--- config.mk ---
export PLATFORM = sky130hd
export DESIGN_NAME = seq_divider
export DESIGN_NICKNAME = d
export VERILOG_FILES = /design/src/rtl/seq_divider.sv
export SDC_FILE = /design/constraint.sdc
export NUM_CORES = 1
export LEC_CHECK = 0
export CAP_MARGIN = 10
export CELL_PAD_IN_SITES_DETAIL_PLACEMENT = 0
export CELL_PAD_IN_SITES_GLOBAL_PLACEMENT = 1
export CORE_ASPECT_RATIO = 1.4
export CORE_MARGIN = 3
export CORE_UTILIZATION = 25
export CTS_CLUSTER_SIZE = 30
export DETAILED_ROUTE_END_ITERATION = 6
export GPL_TIMING_DRIVEN = 0
export PLACE_DENSITY_LB_ADDON = 0.1
export SLEW_MARGIN = 20
export SYNTH_ARGS = -nofsm -noshare
export SYNTH_HDL_FRONTEND = slang
export SYNTH_SLANG_ARGS = --single-unit
--- constraint.sdc ---
create_clock -name Clk -period 5.1 [get_ports Clk]
set_input_delay 0.765 -clock Clk [delete_from_list [all_inputs] [get_ports Clk]]
set_output_delay 0.765 -clock Clk [all_outputs]
set_load 0.05 [all_outputs]
--- src/rtl/seq_divider.sv ---
// Sequential unsigned restoring divider: one quotient bit per clock, started by Run,
// result and flags held registered in FIN until the next accepted Run.
module seq_divider #(
  parameter int WIDTH = 8
) (
  input  logic             Clk,
  input  logic             Reset_n,
  input  logic             Run,
  input  logic [WIDTH-1:0] Dividend,
  input  logic [WIDTH-1:0] Divisor,
  output logic [WIDTH-1:0] Quotient,
  output logic [WIDTH-1:0] Remainder,
  output logic             Busy,
  output logic             Done,
  output logic             Div_by_zero
);

  localparam int CW = (WIDTH > 2) ? $clog2(WIDTH) : 1;
  localparam logic [CW-1:0] CNT_LAST = CW'(WIDTH - 1);

  typedef enum logic [1:0] {
    IDLE = 2'd0,
    CALC = 2'd1,
    FIN  = 2'd2
  } state_t;

  state_t           state_r;
  logic [WIDTH:0]   p_r;
  logic [WIDTH-1:0] q_r;
  logic [WIDTH-1:0] d_r;
  logic [CW-1:0]    cnt_r;
  logic [WIDTH-1:0] quotient_r;
  logic [WIDTH-1:0] remainder_r;
  logic             busy_r;
  logic             done_r;
  logic             dbz_r;

  logic [WIDTH:0]   p_sh_s;
  logic [WIDTH:0]   t_s;
  logic             ge_s;
  logic [WIDTH:0]   p_nx_s;
  logic [WIDTH-1:0] q_nx_s;
  logic             last_s;
  logic             accept_s;
  logic             dz_s;

  // One restoring step: shift {P,Q}, trial-subtract D via inverted operand plus carry-in.
  always_comb begin
    p_sh_s = {p_r[WIDTH-1:0], q_r[WIDTH-1]};
    t_s    = p_sh_s + ~{1'b0, d_r} + {{WIDTH{1'b0}}, 1'b1};
    ge_s   = ~t_s[WIDTH];
    if (ge_s) begin
      p_nx_s = t_s;
    end else begin
      p_nx_s = p_sh_s;
    end
    q_nx_s = {q_r[WIDTH-2:0], ge_s};
  end

  // Start/termination decode shared by the state register.
  always_comb begin
    last_s   = (cnt_r == CNT_LAST);
    accept_s = Run && ((state_r == IDLE) || (state_r == FIN));
    dz_s     = (Divisor == {WIDTH{1'b0}});
  end

  // Control FSM, datapath registers and registered outputs.
  always_ff @(posedge Clk or negedge Reset_n) begin
    if (!Reset_n) begin
      state_r     <= IDLE;
      p_r         <= {(WIDTH+1){1'b0}};
      q_r         <= {WIDTH{1'b0}};
      d_r         <= {WIDTH{1'b0}};
      cnt_r       <= {CW{1'b0}};
      quotient_r  <= {WIDTH{1'b0}};
      remainder_r <= {WIDTH{1'b0}};
      busy_r      <= 1'b0;
      done_r      <= 1'b0;
      dbz_r       <= 1'b0;
    end else begin
      case (state_r)
        IDLE, FIN: begin
          if (accept_s) begin
            // A zero divisor completes on the accept edge and never raises Busy.
            if (dz_s) begin
              quotient_r  <= {WIDTH{1'b1}};
              remainder_r <= Dividend;
              dbz_r       <= 1'b1;
              done_r      <= 1'b1;
              busy_r      <= 1'b0;
              state_r     <= FIN;
            end else begin
              p_r     <= {(WIDTH+1){1'b0}};
              q_r     <= Dividend;
              d_r     <= Divisor;
              cnt_r   <= {CW{1'b0}};
              dbz_r   <= 1'b0;
              done_r  <= 1'b0;
              busy_r  <= 1'b1;
              state_r <= CALC;
            end
          end else begin
            state_r <= state_r;
          end
        end
        CALC: begin
          p_r   <= p_nx_s;
          q_r   <= q_nx_s;
          cnt_r <= cnt_r + {{(CW-1){1'b0}}, 1'b1};
          if (last_s) begin
            quotient_r  <= q_nx_s;
            remainder_r <= p_nx_s[WIDTH-1:0];
            busy_r      <= 1'b0;
            done_r      <= 1'b1;
            state_r     <= FIN;
          end else begin
            state_r <= CALC;
          end
        end
        default: begin
          state_r <= IDLE;
          busy_r  <= 1'b0;
          done_r  <= 1'b0;
          dbz_r   <= 1'b0;
        end
      endcase
    end
  end

  assign Quotient    = quotient_r;
  assign Remainder   = remainder_r;
  assign Busy        = busy_r;
  assign Done        = done_r;
  assign Div_by_zero = dbz_r;

endmodule

==> results.py <==
metrics = {
    "status": {
        "status": "finished, final reports clean",
    },
    "yosys": {
        "synth_edf_count": 0,
        "synth_nets": 280,
        "synth.area.top_cells": "dfrtp_1, o21ai_0, nand2_1",
        "synth_ff_type": "dfrtp_1",
        "yosys.cell_types.count": 43,
        "ys_ff_latch": 48,
        "yosysTopAreaCell": "dfrtp_1",
        "synthSimpleGateAreaFrac_pct": 15.0,
        "synth_compound_area_share_pct": 17.2,
        "synthAdderAreaFrac_pct": 5.84,
        "synth_top_area_share_pct": 48.3,
        "synth_top_family_by_area": "compound AO/OA/AOI/OAI gates",
        "synth_xor_xnor_area_share_pct": 2.42,
        "syn_area_per_cell_um2": 9.94,
        "ys_warn_count": 0,
        "synth_cells": 250,
        "muxShareOfSynthArea_pct": 5.74,
        "async_flop_share_pct": 100,
        "ys_seq_area_share_pct": 48.3,
        "synth_area_um2": 2490,
    },
    "power_and_ir_drop": {
        "vdd_ir_drop_max_uv": 259,
        "p_int_mw": 1.39,
        "clkPwrFrac_pct": 17.3,
        "powerDensity_nw_per_um2": 773,
        "power.static_leakage_nw": 1.35,
        "p_sw_share_pct": 43.8,
        "seqPwrFrac_pct": 26.7,
        "net-switching-power_mw": 1.08,
        "comb_power_share_pct": 56.1,
    },
    "floorplan": {
        "initial_core_util_pct": 26.0,
        "dieArea_um2": 11200,
        "die_w_um": 90.3,
        "die_h_um": 124,
        "num_rows": 42,
        "fp.coreArea_um2": 9560,
        "boundaryPins": 38,
    },
    "routing": {
        "first_pass_iters": 4,
        "wl_per_cell_um": 16.3,
        "routed_wl_um": 6930,
        "drt_iter0_markers": 63,
        "num_vias": 1938,
        "drt.antenna.violating_nets": 0,
        "via_per_inst": 4.56,
        "drc": 0,
    },
    "clock_tree": {
        "cts_buffer_depth": 2,
        "clk_root_buffer_cell": "clkbuf_16",
        "postCtsSetupRepairBufs": 0,
        "clk_latency_ps": 300,
        "hold_buffers": 0,
        "clk_pin_slew_ps": 70,
        "cts.sinks": 48,
        "cts_tree": "done",
        "htreeDepth": 2,
        "cts_resized": 0,
        "numCtsBuffers": 5,
    },
    "grt": {
        "grt_usage_pct": 13.6,
        "grt_max_degree": 49,
        "grt_pass1_vias": 2181,
        "antenna_found_initial": 0,
        "grt-ovfl-total": 0,
        "grt_pass1_wl_um": 11700,
    },
    "setup_path": {
        "crit_start": "q_r[7]$_DFFE_PN0P_",
        "path_class": "register to register",
        "rr_startpoint": "q_r[7]$_DFFE_PN0P_",
        "required_ps": 5240,
        "cp.arrival_ps": 2770,
        "cp_max_fo": 10,
        "startpoint_type": "register",
        "end_kind": "register",
    },
    "sta": {
        "slew_viol_final": 0,
        "rsz0062_at_grt": "no",
        "tightest_slew_ps": 656,
        "max-slew-margin-rel_pct": 56.3,
        "fmax_mhz": 380,
        "min_period_over_period_pct": 51.7,
        "finalHoldViolations": 0,
        "fin_setup_tns_ps": 0,
        "finClkSkew_ps": 7.88,
        "finalCriticalPeriod_ps": 2630,
        "setup-violations-final": 0,
    },
    "layout": {
        "fin_util_pct": 33.4,
        "layout.nets": 323,
        "ff_latch_area_um2": 1200,
        "layout_commonest_cell": "dfrtp_1",
        "drive_gt1_share_pct": 8.19,
        "fin_cells": 425,
        "multi_input_area_um2": 1150,
        "fill_cells": 1045,
        "area_growth_pct": 28.5,
        "layout_common_cells": "dfrtp_1, nand2_1, clkdlybuf4s50_1",
        "num_antenna_cells": 0,
    },
    "placed_design": {
        "dp_cells": 418,
        "hpwl_um": 5100,
        "port_buffers": 36,
        "gp_congestion": 0.701,
    },
    "min_path": {
        "hold_path.class": "input pin to asynchronous set/reset pin",
    },
    "flow_run": {
        "cap_violations": 0,
    },
}
metal layers:
| layer | wire length [µm] | track usage [%] |
|---|---|---|
| met5 | 0 | 0 |
| met4 | 158 | 5.36 |
| met3 | 162 | 2.48 |
| met2 | 3640 | 25.2 |
| met1 | 2960 | 15.4 |
kinds of logic (layout without fill, tap and decap cells):
logic type      count (synthesis)  in the layout
mux                            14             14
xor+xnor                        6              6
fa+ha+maj                      11             11
flops                          48             48
compound gates                 65             65
simple gates                   80             80
buf+inv                        26             69
state kept, by name, indices dropped and copies added (netlist names):
signal       count
Busy             1
d_r              8
Remainder        8
p_r              8
state_r          2
q_r              8
Quotient         8
Done             1
cnt_r            3
Div_by_zero      1
final timing paths:
check | endpoint | slack [ps] | cells after the start
worst max-delay path | Remainder[1]$_DFFE_PN0P_ | 2470 | 11
worst min-delay path | Quotient[7]$_DFFE_PN0P_ | 490 | 1
worst max register to register | Remainder[1]$_DFFE_PN0P_ | 2470 | 11
worst min register to register | Quotient[7]$_DFFE_PN0P_ | 490 | 1
max in group asynchronous | p_r[4]$_DFFE_PN0P_ | 4160 | 1
min in group Clk | Quotient[7]$_DFFE_PN0P_ | 490 | 1
power by group through the flow:
stage	registers, mW	logic (mW)	clock network (mW)
6_report	0.659	1.38	0.426
3_3_place_gp	0.670	1.41	0
4_1_cts	0.663	1.41	0.442
2_1_floorplan	0.883	0.779	0
5_1_grt	0.683	1.55	0.459
3_5_place_dp	0.667	1.40	0
stage by stage:
stage,hold WS [ps],power [mW],cell area (µm²),worst slack [ps]
2_1_floorplan,464,1.66,2490,2760
3_3_place_gp,476,2.08,3010,1570
3_5_place_dp,480,2.07,3010,2130
4_1_cts,497,2.52,3190,2420
5_1_grt,520,2.69,3190,2200
6_report,486,2.47,3190,2470
synth_stat cells, types with 2 or more instances:
master	count
o21a_1	2
a31oi_1	4
nand3_1	8
nor4_1	2
nor2b_1	4
mux2i_1	12
nand2b_1	2
o22ai_1	5
or3_1	2
xnor2_1	4
o22a_1	9
inv_1	10
nor2_1	15
nor3_1	3
clkbuf_1	8
buf_6	3
a221oi_1	2
a21oi_1	7
a21o_1	2
mux2_2	2
and2_1	3
nand2_1	35
ha_1	10
buf_2	3
o21ai_0	28
dfrtp_1	48
worst max-delay path: stages (launching register included):
cell and delay [ps]:
dfrtp_1 350, inv_1 130, ha_1 180, inv_1 50, fa_1 400, a21o_1 200, nand4_1 120, a32oi_2 140
xnor2_2 280, buf_6 210, mux2i_1 290, a221oi_1 130
cell type report:
cell class,count,share of cell area (%)
clock inverters,2,1.88
inverters,10,1.18
plain buffers,16,3.09
clock buffers,5,3.92
multi-input cells,176,36.0
well taps,132,5.17
flip-flops and latches,48,37.6
repair buffers,36,11.2
No activity file was read; power rests on OpenSTA's default activity.
